$ cat config.mk
export PLATFORM = sky130hd
export DESIGN_NAME = instr_fetch_unit
export DESIGN_NICKNAME = d
export VERILOG_FILES = /design/src/rtl/instr_fetch_unit.sv
export SDC_FILE = /design/constraint.sdc
export NUM_CORES = 1
export LEC_CHECK = 0
export ABC_CLOCK_PERIOD_IN_PS = 3100
export CAP_MARGIN = 20
export CORE_ASPECT_RATIO = 0.5
export CORE_UTILIZATION = 43
export CTS_BUF_LIST = sky130_fd_sc_hd__clkbuf_2 sky130_fd_sc_hd__clkbuf_4 sky130_fd_sc_hd__clkbuf_8
export DETAILED_ROUTE_END_ITERATION = 7
export PLACE_DENSITY = 0.89
export SETUP_SLACK_MARGIN = 0.4
export SYNTH_ARGS = -nofsm -noshare
export SYNTH_HDL_FRONTEND = slang
export SYNTH_SLANG_ARGS = --single-unit
$ cat constraint.sdc
create_clock -name clk -period 3.1 [get_ports clk]
set_input_delay 0.465 -clock clk [delete_from_list [all_inputs] [get_ports clk]]
set_output_delay 0.465 -clock clk [all_outputs]
set_load 0.01 [all_outputs]
$ cat src/rtl/instr_fetch_unit.sv
// Fetch stage: owns the PC, drives a single-outstanding req/ready instruction port,
// and presents instr/pc/pc+4 to the IF/ID register, substituting a NOP when nothing valid is ready.
module instr_fetch_unit #(
    parameter int                 WIDTH     = 32,
    parameter logic [WIDTH-1:0]   RESET_PC  = 32'h0000_0000,
    parameter logic [WIDTH-1:0]   NOP_INSTR = 32'h0000_0013
) (
    input  logic             clk,
    input  logic             rst,
    input  logic             stall_f,
    input  logic             redirect_e,
    input  logic [WIDTH-1:0] target_e,
    output logic             imem_req,
    output logic [WIDTH-1:0] imem_addr,
    input  logic             imem_ready,
    input  logic [WIDTH-1:0] imem_rdata,
    output logic [WIDTH-1:0] instr_f,
    output logic [WIDTH-1:0] pc_f,
    output logic [WIDTH-1:0] pc_plus4_f,
    output logic             fetch_valid,
    output logic             fetch_busy
);

    localparam logic [1:0] S_FETCH = 2'd0;
    localparam logic [1:0] S_HOLD  = 2'd1;
    localparam logic [1:0] S_DROP  = 2'd2;

    localparam logic [WIDTH-1:0] PC_STEP    = WIDTH'(4);
    localparam logic [WIDTH-1:0] ALIGN_MASK = {{(WIDTH-2){1'b1}}, 2'b00};

    logic [1:0]       r_state;
    logic [WIDTH-1:0] r_pc;
    logic [WIDTH-1:0] r_hold_instr;
    logic [WIDTH-1:0] r_redir_pc;

    logic [1:0]       w_state_nxt;
    logic [WIDTH-1:0] w_pc_nxt;
    logic [WIDTH-1:0] w_hold_nxt;
    logic [WIDTH-1:0] w_redir_nxt;

    // Redirect targets are word-aligned by clearing the two low bits.
    function automatic logic [WIDTH-1:0] align_pc(input logic [WIDTH-1:0] addr);
        return addr & ALIGN_MASK;
    endfunction

    // Next-state, next-PC and capture-register selection.
    always_comb begin
        w_state_nxt = r_state;
        w_pc_nxt    = r_pc;
        w_hold_nxt  = r_hold_instr;
        w_redir_nxt = r_redir_pc;
        case (r_state)
            S_FETCH: begin
                if (imem_ready) begin
                    if (redirect_e) begin
                        w_pc_nxt = align_pc(target_e);
                    end else if (!stall_f) begin
                        w_pc_nxt = r_pc + PC_STEP;
                    end else begin
                        w_hold_nxt  = imem_rdata;
                        w_state_nxt = S_HOLD;
                    end
                end else begin
                    if (redirect_e) begin
                        w_redir_nxt = align_pc(target_e);
                        w_state_nxt = S_DROP;
                    end else begin
                        w_state_nxt = S_FETCH;
                    end
                end
            end
            S_HOLD: begin
                if (redirect_e) begin
                    w_pc_nxt    = align_pc(target_e);
                    w_state_nxt = S_FETCH;
                end else if (!stall_f) begin
                    w_pc_nxt    = r_pc + PC_STEP;
                    w_state_nxt = S_FETCH;
                end else begin
                    w_state_nxt = S_HOLD;
                end
            end
            S_DROP: begin
                // The stale response is consumed here; the newest redirect target wins.
                if (redirect_e) begin
                    w_redir_nxt = align_pc(target_e);
                end else begin
                    w_redir_nxt = r_redir_pc;
                end
                if (imem_ready) begin
                    w_pc_nxt    = redirect_e ? align_pc(target_e) : r_redir_pc;
                    w_state_nxt = S_FETCH;
                end else begin
                    w_state_nxt = S_DROP;
                end
            end
            default: begin
                w_state_nxt = S_FETCH;
            end
        endcase
    end

    // State and PC registers with asynchronous reset.
    always_ff @(posedge clk or posedge rst) begin
        if (rst) begin
            r_state      <= S_FETCH;
            r_pc         <= RESET_PC;
            r_hold_instr <= NOP_INSTR;
            r_redir_pc   <= {WIDTH{1'b0}};
        end else begin
            r_state      <= w_state_nxt;
            r_pc         <= w_pc_nxt;
            r_hold_instr <= w_hold_nxt;
            r_redir_pc   <= w_redir_nxt;
        end
    end

    // Memory handshake and IF/ID-facing outputs; reset forces the idle bubble.
    always_comb begin
        imem_req    = 1'b0;
        fetch_valid = 1'b0;
        fetch_busy  = 1'b0;
        instr_f     = NOP_INSTR;
        if (rst) begin
            imem_req    = 1'b0;
            fetch_valid = 1'b0;
            fetch_busy  = 1'b0;
            instr_f     = NOP_INSTR;
        end else begin
            case (r_state)
                S_FETCH: begin
                    imem_req = 1'b1;
                    if (imem_ready && !redirect_e) begin
                        fetch_valid = 1'b1;
                        instr_f     = imem_rdata;
                    end else if (!imem_ready) begin
                        fetch_busy = 1'b1;
                    end else begin
                        fetch_valid = 1'b0;
                    end
                end
                S_HOLD: begin
                    fetch_valid = 1'b1;
                    instr_f     = r_hold_instr;
                end
                S_DROP: begin
                    imem_req   = 1'b1;
                    fetch_busy = 1'b1;
                end
                default: begin
                    imem_req = 1'b0;
                end
            endcase
        end
    end

    assign imem_addr  = r_pc;
    assign pc_f       = r_pc;
    assign pc_plus4_f = r_pc + PC_STEP;

endmodule

Yosys cells after proc, flatten, opt, wreduce, memory -nomap -nowiden
Cells that the tools add are included.
- register bits: 98
- input bits: 69
- output and inout bits: 131
- word-level logic and storage cells: 51
- add/subtract/negate cells: 1
- equal/unequal tests: 7
- mux-type cells: 28
- bitwise operators: 1
- reductions and logical operators: 10
- operators by type and width (operator ; count):
    $mux 32 ; 8
    $pmux 32 s2 ; 2
    $pmux 32 s3 ; 1
    $add 32x3->32 const B ; 1
    $mux 2 ; 5
    $mux 1 ; 9
    $ne 2x2->1 const B ; 3
    $ne 3x3->1 const B ; 2
    $pmux 2 s3 ; 1
    $pmux 1 s2 ; 2
    $reduce_and 2->1 ; 2
    $reduce_and 4->1 ; 1
    $reduce_and 3->1 ; 1
    $reduce_bool 3->1 ; 1
    $eq 2x1->1 const B ; 1
    $eq 2x2->1 const B ; 1
    $logic_not 2->1 ; 1
    $reduce_bool 2->1 ; 1
    $reduce_or 2->1 ; 1
    $logic_and 1x1->1 ; 1
    $logic_not 1->1 ; 1
    $not 1->1 ; 1

Logic depth before layout (Yosys ltp)
Gate-level depths: netlist (run 1).
- depth after elaboration: 5
- depth in mapped cells: 7

Worst setup path after synthesis (run 1)
No wires, ideal clock.
- path type: input-to-output
- from: input port rst
- to: output port instr_f[0]
- arrival: 2871 ps
- path slack: -236 ps
- cell stages on the path: 2
- path buffers: 0
- path through: inv_1 > nand2_1
- longest elaborated chain between the ends: 1
- RTL lines (what ; line ; text):
    from (decl) ; 9 ; input logic rst,
    $mux 32 ; 124 ; if (rst) begin
    to (decl) ; 17 ; output logic [WIDTH-1:0] instr_f,
No other way between the ends.

Worst setup path in the final report (run 1)
- from: register r_pc[3] (netlist: imem_addr[3])
- to: output port pc_plus4_f[30]
- longest elaborated chain between the ends: 1
- RTL lines (what ; line ; text):
    from (decl) ; 32 ; logic [WIDTH-1:0] r_pc;
    from (signal assigned) ; 112 ; r_pc <= w_pc_nxt;
    $add 32x3->32 ; 159 ; assign pc_plus4_f = r_pc + PC_STEP;
    to (decl) ; 19 ; output logic [WIDTH-1:0] pc_plus4_f,
No other way between the ends.

==> results.sh, run 1 <==
export IMPL_peakVddDrop_v=0.000333
export IMPL_drt_total_wl_mm=20.5
export IMPL_cts_buffers=9
export IMPL_worstSetupStartpointType="flip-flop"
export IMPL_top_level_ports=200
export IMPL_grt_pass1_wl_mm=30.1
export IMPL_worst_slew_pin_slew_ps=950
export IMPL_port_buffers=197
export IMPL_synthesis_nets=707
export IMPL_dp_hpwl_mm=12.8
export IMPL_synth_area_per_cell_um2=9.61
export IMPL_antenna_left=0
export IMPL_cts_hold_buf=0
export IMPL_htree_levels=3
export IMPL_drtPass1Iterations=6
export IMPL_grt_overflow=0
export IMPL_root_buffer="clkbuf_8"
export IMPL_clkTransAtPathRegs_ps=90
export IMPL_yosysWarnings=0
export IMPL_drc=0
export IMPL_synth_seq_cells=98
export IMPL_drive_above_1_share_pct=27.3
export IMPL_syn_inst=637
export IMPL_yosysTopAreaCellShare_pct=38.8
export IMPL_finClkSkew_ps=16.5
export IMPL_status="complete, no violations"
export IMPL_diodes=0
export IMPL_rsz0062_at_grt="true"
export IMPL_grt_util_all_layers_pct=26.0
export IMPL_dp_cells=983
export IMPL_ys_async_sr_fraction_pct=100
export IMPL_power_density_nw_per_um2=524
export IMPL_synth_area_leaders="dfrtp_1 (39%), mux2_2 (12%), buf_4 (4.3%), a22oi_1 (3.6%), nand2_1 (2.8%)"
export IMPL_grt_max_degree=74
export IMPL_fmax_mhz=344
export IMPL_yosysTopAreaCell="dfrtp_1"
export IMPL_yosysSeqAreaShare_pct=40.1
export IMPL_num_vias=6240
export IMPL_drt_iter0_drc=532
export IMPL_slew_violations=0
export IMPL_ys_types=56
export IMPL_syn_area_um2=6120
export IMPL_fin_crit_sh_pct=93.9
export IMPL_initial_utilization_pct=44.7
export IMPL_drv_cap=0
export IMPL_period_needed_ps=2910
export IMPL_met2_usage_pct=42.5
export IMPL_dieArea_um2=14700
export IMPL_setup_viol=0
export IMPL_wl_per_cell_um=19.8
export IMPL_tns_ps=0
export IMPL_grtUsageMet1_pct=33.0
export IMPL_core_area_um2=13700
export IMPL_hold_viol_final=0
export IMPL_crit_type="flip-flop to output port"
export IMPL_nFillCells=972
export IMPL_clk_path_buf_depth=2
export IMPL_routabilityCongestion=0.881
export IMPL_cts_sinks=98
export IMPL_cts_tree="built"
export IMPL_busiest_layer="met2"
export IMPL_syn2layout_area_growth_pct=45.3
export IMPL_use_met3_pct=7.58
export IMPL_fin_nets=905
export IMPL_grt_pass1_vias=5906
export IMPL_worstPathMaxFanout=3
export IMPL_via_per_inst=6.05
export IMPL_rows=30
export IMPL_arrival_ps=2450
export IMPL_hold_class="primary input to flip-flop"
export IMPL_chipHeight_um=86.4
export IMPL_layoutNonFillerInstCount=1032
export IMPL_synth_edff_count=0
export IMPL_ys_flop_type="dfrtp_1"
export IMPL_p_leak_nw=3.71
export IMPL_antenna_found_initial=0
export IMPL_maxSlewHeadroom_pct=36.7
export IMPL_dieWidth_um=171
export IMPL_critPathCaptureType="output port"
export IMPL_worst_ep_required_time_ps=2630
export IMPL_clkLatencyLatePin_ps=360
[cells in the final DEF (no fill, tap or decap), types with 14 or more instances in the layout]
cell type        count
a22oi_1             29
o21ai_0             29
dfrtp_1             86
nor2_1              38
clkdlybuf4s50_1    164
nand2b_1            20
nand4_1             14
mux2_2              63
mux2i_1             15
buf_4               67
nand2_1             45
[critical path, cell delays in order (launching register included)]
cell	delay [ps]
dfrtp_1	390
buf_4	140
ha_2	200
nand4_4	140
or4_4	480
or3_4	420
xnor2_1	170
clkbuf_2	160
[registers in the layout, summed over array words and instances, names as in the netlist]
signal and cells:
imem_addr 32, r_hold_instr 32, r_redir_pc 32, r_state 2
[Yosys cell counts (all sizes together) (6+ instances only)]
cell     number
dfrtp        95
mux2         63
buf          50
nand2        46
nor2         41
clkbuf       36
a22oi        29
o21ai        29
nand2b       20
nor3         19
xnor2        17
nand4        16
mux2i        15
or3          15
nand3        12
o211ai       12
inv          11
xor2         10
o311ai        9
a22o          8
nor4          8
or4           8
a31oi         7
and3          7
nor2b         7
o2bb2ai       6
[stage by stage]
| step | area, um^2 | worst slack, ps | util (%) | power (mW) | hold slack [ps] |
|---|---|---|---|---|---|
| after global routing | 8900 | 128 | 64.9 | 4.87 | 433 |
| final | 8900 | 189 | 64.9 | 4.66 | 429 |
| after CTS | 8710 | 172 | 63.6 | 4.56 | 404 |
| after floorplan | 6120 | 427 | - | 2.77 | 465 |
| after detailed placement | 8210 | 147 | 59.9 | 3.65 | 488 |
| after global placement | 8210 | 177 | 59.9 | 3.59 | 482 |
[logic make-up after synthesis]
family	count (synthesis)	synth area share, %
buffers and inverters	97	8.50
and+or+nand+nor	209	18.5
xor gates and xnor gates	27	3.86
AOI/OAI and AO/OA	127	14.8
adders and majority gates	1	0.204
DFF	98	40.1
muxes	78	14.0
[final timing paths]
| kind | endpoint | cells after the start | startpoint | slack, ps |
|---|---|---|---|---|
| worst max-delay path | pc_plus4_f[30] | 7 | imem_addr[3] | 190 |
| worst min-delay path | r_state[1] | 3 | redirect_e | 430 |
| worst max register to register | imem_addr[3] | 4 | r_state[1] | 660 |
| worst min register to register | r_redir_pc[31] | 1 | r_redir_pc[31] | 510 |
| max in group asynchronous | imem_addr[13] | 4 | rst | 1070 |
| min in group asynchronous | r_hold_instr[25] | 3 | rst | 700 |
[metal layers]
metal	share of wire [%]	routed length [um]
met1	39	8020
met5	0	0
met2	48	9740
met3	9.8	2010
met4	3.4	698
[layout make-up]
| cell class | instances | area (um^2) | area share, % |
|---|---|---|---|
| clock buffers | 13 | 160 | 1.80 |
| repair buffers | 272 | 2520 | 28.3 |
| inverters | 11 | 45.0 | 0.506 |
| clock inverters | 3 | 40.0 | 0.450 |
| well taps | 192 | 240 | 2.70 |
| multi-input cells | 443 | 3420 | 38.5 |
| flip-flops and latches | 98 | 2470 | 27.7 |
[power breakdown]
group,leakage (nW),internal [mW],switching [mW]
registers,1.16,1.55,0.234
logic,2.45,1.05,0.958
clock network,0.108,0.422,0.449
total,3.71,3.02,1.64
[what timing repair did]
action | CTS | global route
cloned | 1 | 0
pin swaps | 9 | 13
buffers inserted | 19 | 13
setup endpoints to repair | 54 | 50
gates resized for setup | 83 | 52
No activity file was read; power rests on OpenSTA's default activity.
==> inputs of run 2 (changes only) <==
- TNS_END_PERCENT: default -> 50
==> run 2 against run 1 <==
Setup slack improved by 45 ps. Utilization fell by 0.98 points. Total power fell by 1.5%. Combinational power fell by 3%. Maximum frequency rose by 1.6%. Die area did not move. Critical path type is now primary input to output port. Critical endpoint is now instr_f[14]. Largest cell class unchanged.
==> results.sh, run 2 (synthesis results as in run 1) <==
export IMPL_status="complete, no violations"
export IMPL_arrival_ps=2400
export IMPL_crit_family="buffers and inverters"
export IMPL_num_vias=6063
export IMPL_cp_cell_sequence="clkdlybuf4s50_1 -> nor3b_4 -> nor2b_4 -> buf_12 -> a22oi_1 -> nor2_1 -> clkdlybuf4s50_1"
export IMPL_dp_hpwl_mm=12.8
export IMPL_antenna_left=0
export IMPL_worstSetupStartpointType="primary input"
export IMPL_finClkSkew_ps=13.5
export IMPL_hold_viol_final=0
export IMPL_initial_utilization_pct=44.7
export IMPL_htree_levels=3
export IMPL_drt_total_wl_mm=19.2
export IMPL_fmax_mhz=349
export IMPL_reg2reg_slack_ps=700
export IMPL_via_per_inst=5.94
export IMPL_setup_viol=0
export IMPL_grt_overflow=0
export IMPL_hold_class="primary input to flip-flop"
export IMPL_layoutNonFillerInstCount=1021
export IMPL_maxSlewHeadroom_pct=37.2
export IMPL_nFillCells=1008
export IMPL_holdCritStartpoint="redirect_e"
export IMPL_dieArea_um2=14700
export IMPL_wl_per_cell_um=18.8
export IMPL_final_common_cell="clkdlybuf4s50_1"
export IMPL_path_buf_inv=3
export IMPL_p_leak_nw=3.66
export IMPL_drv_cap=0
export IMPL_reg2reg_depth=4
export IMPL_grt_util_all_layers_pct=25.7
export IMPL_cpMostUsedCell="clkdlybuf4s50_1"
export IMPL_drtPass1Iterations=5
export IMPL_pre_cts_ws_ps=147
export IMPL_place_area_um2=8210
export IMPL_top_level_ports=200
export IMPL_root_buffer="clkbuf_8"
export IMPL_diodes=0
export IMPL_rows=30
export IMPL_tns_ps=0
export IMPL_antenna_found_initial=0
export IMPL_worstPathMaxFanout=30
export IMPL_drt_iter0_drc=447
export IMPL_clkLatencyLatePin_ps=360
export IMPL_setup_slack_ps=235
export IMPL_grt_pass1_wl_mm=29.7
export IMPL_cts_hold_buf=0
export IMPL_dp_cells=983
export IMPL_final_cell_mix="clkdlybuf4s50_1 (167), dfrtp_1 (86), mux2_2 (63)"
export IMPL_fin_nets=894
export IMPL_fin_crit_sh_pct=92.4
export IMPL_clk_path_buf_depth=2
export IMPL_crit_type="primary input to output port"
export IMPL_core_area_um2=13700
export IMPL_rsz0062_at_grt="true"
export IMPL_power_density_nw_per_um2=524
export IMPL_cpPeakStageDelay_ps=550
export IMPL_drc=0
export IMPL_port_buffers=197
export IMPL_cts_sinks=98
export IMPL_grt_max_degree=74
export IMPL_r2r_start="r_state[1]"
export IMPL_period_needed_ps=2870
export IMPL_peakVddDrop_v=0.000317
export IMPL_r2r_end="imem_addr[3]"
export IMPL_grt_pass1_vias=5852
export IMPL_routabilityCongestion=0.881
export IMPL_worst_slew_pin_slew_ps=941
export IMPL_endpoint="instr_f[14]"
export IMPL_slowest_stage="clkdlybuf4s50_1"
export IMPL_cp_startpoint="imem_ready"
export IMPL_slew_violations=0
export IMPL_stdcell_area_um2=8760
export IMPL_cp_num_cells=7
export IMPL_cts_buffers=9
export IMPL_dieWidth_um=171
export IMPL_chipHeight_um=86.4
export IMPL_clkTransAtPathRegs_ps=90
export IMPL_finalPower_mw=4.59
export IMPL_critPathCaptureType="output port"
export IMPL_syn2layout_area_growth_pct=43.2
export IMPL_cts_tree="built"
export IMPL_worst_ep_required_time_ps=2630
export IMPL_drive_above_1_share_pct=24.0
## run 2: changes by cell type in the layout (fill, tap and decap cells not counted), moves of 3 or more
cell and delta:
dlygate4sd2_1 +5, xnor2_1 +3, nor3_4 -3, clkdlybuf4s50_1 +3
buf_4 -7, buf_6 -3, xnor2_2 -3, clkbuf_2 -8
## run 2: worst min path at each step
stage,end,cells after the start
after floorplan,r_redir_pc[0],1
after global placement,r_redir_pc[9],1
after detailed placement,r_redir_pc[0],1
after CTS,r_state[1],3
after global routing,r_state[1],3
final,r_state[1],3
## run 2: worst register-to-register path, stage by stage (launching register included)
cell and delay [ps]:
dfrtp_1 660, or3b_2 270, and3_1 670, buf_4 320, mux2_2 360
## run 2: timing repair
| item | CTS | global route |
|---|---|---|
| gates cloned | 1 | 0 |
| endpoints found under the setup margin | 54 | 53 |
| setup buffers | 19 | 2 |
| pin swaps | 9 | 5 |
| resized for setup | 74 | 20 |
## run 2: cell type report
type / instances / area, um^2 / area share, %
inverters: 11 / 45.0 / 0.514
clock buffers: 13 / 160 / 1.83
well taps: 192 / 240 / 2.74
multi-input cells: 443 / 3340 / 38.2
repair buffers: 261 / 2470 / 28.1
flip-flops and latches: 98 / 2470 / 28.2
clock inverters: 3 / 40.0 / 0.457
## run 2: power breakdown
group	internal, mW	switching, mW	total [mW]
logic	1.04	0.911	1.95
clock network	0.422	0.442	0.864
registers	1.55	0.228	1.78
## run 2: stage by stage
stage / hold slack [ps] / utilization [%]
final: 431 / 64.0
after global routing: 433 / 64.0
after CTS: 404 / 63.4
after detailed placement: 488 / 59.9
after global placement: 482 / 59.9
after floorplan: 465 / -
## run 2: per-layer routing
metal	share of wire (%)	global-route usage (%)
met1	40	32.9
met2	48	42.4
met3	9.6	7.03
met4	2.8	8.60
met5	0	0
==> inputs of run 3 (changes only) <==
- ABC_AREA: default -> 0
- REMOVE_ABC_BUFFERS: default -> 1
==> run 3 against run 2 <==
The run now ends with DRC, setup timing left. Utilization grew 1.6 points. Die area did not move. Cell area is 2.6% higher. Critical path depth is 1 lower. Largest power group unchanged. Cell count grew 2.1%. Sequential cell count unchanged. Total power up 5.5%. Count of clock-buffer cells in the layout shrank 2. First-iteration DRC count up 140%. Combinational power up 7%. Hold slack gained 58 ps.
==> results.sh, run 3 (synthesis results as in run 1) <==
export IMPL_status="finished, violations left"
export IMPL_violations="DRC, setup timing"
export IMPL_slowest_stage="clkdlybuf4s50_1"
export IMPL_hold_viol_final=0
export IMPL_final_common_cell="clkdlybuf4s50_1"
export IMPL_tns_ps=-66.6
export IMPL_cp_cell_sequence="buf_6 -> nand3_4 -> buf_4 -> nor4_1 -> xor2_1 -> clkdlybuf4s50_1"
export IMPL_crit_type="flip-flop to output port"
export IMPL_p_int_mw=3.03
export IMPL_wl_per_cell_um=23.0
export IMPL_antenna_found_initial=0
export IMPL_grt_pass1_vias=6226
export IMPL_place_area_um2=8240
export IMPL_core_area_um2=13700
export IMPL_period_needed_ps=3170
export IMPL_p_leak_nw=3.91
export IMPL_antenna_left=0
export IMPL_final_cell_mix="clkdlybuf4s50_1 (154), dfrtp_1 (86), buf_4 (76)"
export IMPL_root_buffer="clkbuf_8"
export IMPL_dieArea_um2=14700
export IMPL_fin_nets=915
export IMPL_dp_hpwl_mm=13.0
export IMPL_pwr_share_seq_pct=38.1
export IMPL_cts_tree="built"
export IMPL_drv_cap=0
export IMPL_comb_power_share_pct=43.1
export IMPL_grt_max_degree=72
export IMPL_diodes=0
export IMPL_arrival_ps=2700
export IMPL_multiInputGateArea_um2=3390
export IMPL_worstPathMaxFanout=7
export IMPL_top_level_ports=200
export IMPL_cts_buffers=9
export IMPL_seq_area_um2=2470
export IMPL_routabilityCongestion=0.852
export IMPL_rows=30
export IMPL_initial_utilization_pct=44.7
export IMPL_worst_ep_required_time_ps=2630
export IMPL_htree_levels=3
export IMPL_p_clk_share_pct=18.9
export IMPL_drive_above_1_share_pct=27.3
export IMPL_drtPass1Iterations=8
export IMPL_peakVddDrop_v=0.000250
export IMPL_cpPeakStageDelay_ps=630
export IMPL_clkLatencyLatePin_ps=390
export IMPL_drc=10
export IMPL_drt_total_wl_mm=24.0
export IMPL_worst_slew_pin_slew_ps=995
export IMPL_cts_sinks=98
export IMPL_layoutNonFillerInstCount=1042
export IMPL_p_switching_mw=1.82
export IMPL_reg2reg_depth=14
export IMPL_setup_slack_ps=-66.6
export IMPL_rsz0062_at_grt="true"
export IMPL_setup_viol=1
export IMPL_drt_iter0_drc=1092
export IMPL_maxSlewHeadroom_pct=33.4
export IMPL_power_density_nw_per_um2=539
export IMPL_via_per_inst=6.48
export IMPL_grt_overflow=0
export IMPL_num_vias=6751
export IMPL_grt_pass1_wl_mm=33.4
export IMPL_stdcell_area_um2=8990
export IMPL_hold_class="primary input to asynchronous set/reset pin"
export IMPL_finClkSkew_ps=14.5
export IMPL_switching_share_pct=37.5
export IMPL_port_buffers=197
export IMPL_fmax_mhz=316
export IMPL_nFillCells=932
export IMPL_dp_cells=987
export IMPL_syn2layout_area_growth_pct=46.8
export IMPL_clk_path_buf_depth=2
export IMPL_clkTransAtPathRegs_ps=110
export IMPL_dieWidth_um=171
export IMPL_slew_violations=0
export IMPL_finalPower_mw=4.84
export IMPL_grt_util_all_layers_pct=29.2
export IMPL_chipHeight_um=86.4
export IMPL_fin_crit_sh_pct=102
export IMPL_critPathCaptureType="output port"
export IMPL_worstSetupStartpointType="flip-flop"
run 3: cell count changes in the layout (fill, tap and decap cells not counted), sizes merged:
cell,delta
buf,+28
clkbuf,-2
clkdlybuf4s15,-2
clkdlybuf4s50,-13
clkinv,-2
clkinvlp,+2
dlygate4sd2,+4
dlymetal6s2s,+5
inv,+2
or4,-1
run 3: worst max-delay path, delay by kind of cell, from the launching register on:
kind,cells,cell delay (ps)
XOR/XNOR,1,290
buffers and inverters,3,970
flip-flops,1,410
AND/OR/NAND/NOR,2,640
run 3: what timing repair did:
action                     4_1_cts  5_1_grt
buffers inserted                28       11
resized for setup              100       37
pin swaps                       13       11
setup endpoints to repair       57       46
hold buffers                     0        0
run 3: power by group through the flow:
stage               clock network [mW]  registers [mW]  logic (mW)
finish                           0.914            1.84        2.09
global route                     0.974            1.86        2.16
CTS                              0.908            1.78        1.89
detailed placement                   0            1.80        1.87
global placement                     0            1.78        1.82
floorplan                            0            1.90       0.686
run 3: path summary, 6_finish.rpt:
kind                                  startpoint  slack, ps               end
worst min register to register  r_hold_instr[23]        510  r_hold_instr[23]
worst max register to register     imem_addr[21]         60     imem_addr[28]
min in group clk                r_hold_instr[23]        510  r_hold_instr[23]
max in group asynchronous                    rst       1270      imem_addr[9]
worst max-delay path                imem_addr[2]        -70    pc_plus4_f[17]
worst min-delay path                         rst        490   r_hold_instr[8]
run 3: metal layers:
metal | track usage [%] | share of wire (%)
met5 | 0 | 0
met4 | 19.3 | 8.7
met2 | 47.7 | 45
met3 | 7.81 | 12
met1 | 34.5 | 34
run 3: stage by stage:
| stage | worst slack, ps | utilization, % | hold slack, ps |
|---|---|---|---|
| floorplan | -363 | - | 465 |
| finish | -66.6 | 65.6 | 489 |
| detailed placement | 103 | 60.1 | 491 |
| global placement | 173 | 60.1 | 481 |
| global route | -75.0 | 65.6 | 516 |
| CTS | 203 | 64.1 | 491 |
run 3: final cells by class:
class,count,share of cell area [%]
clock inverters,5,0.682
well taps,192,2.67
clock buffers,11,1.68
flip-flops and latches,98,27.5
inverters,11,0.487
multi-input cells,442,37.7
repair buffers,283,29.3
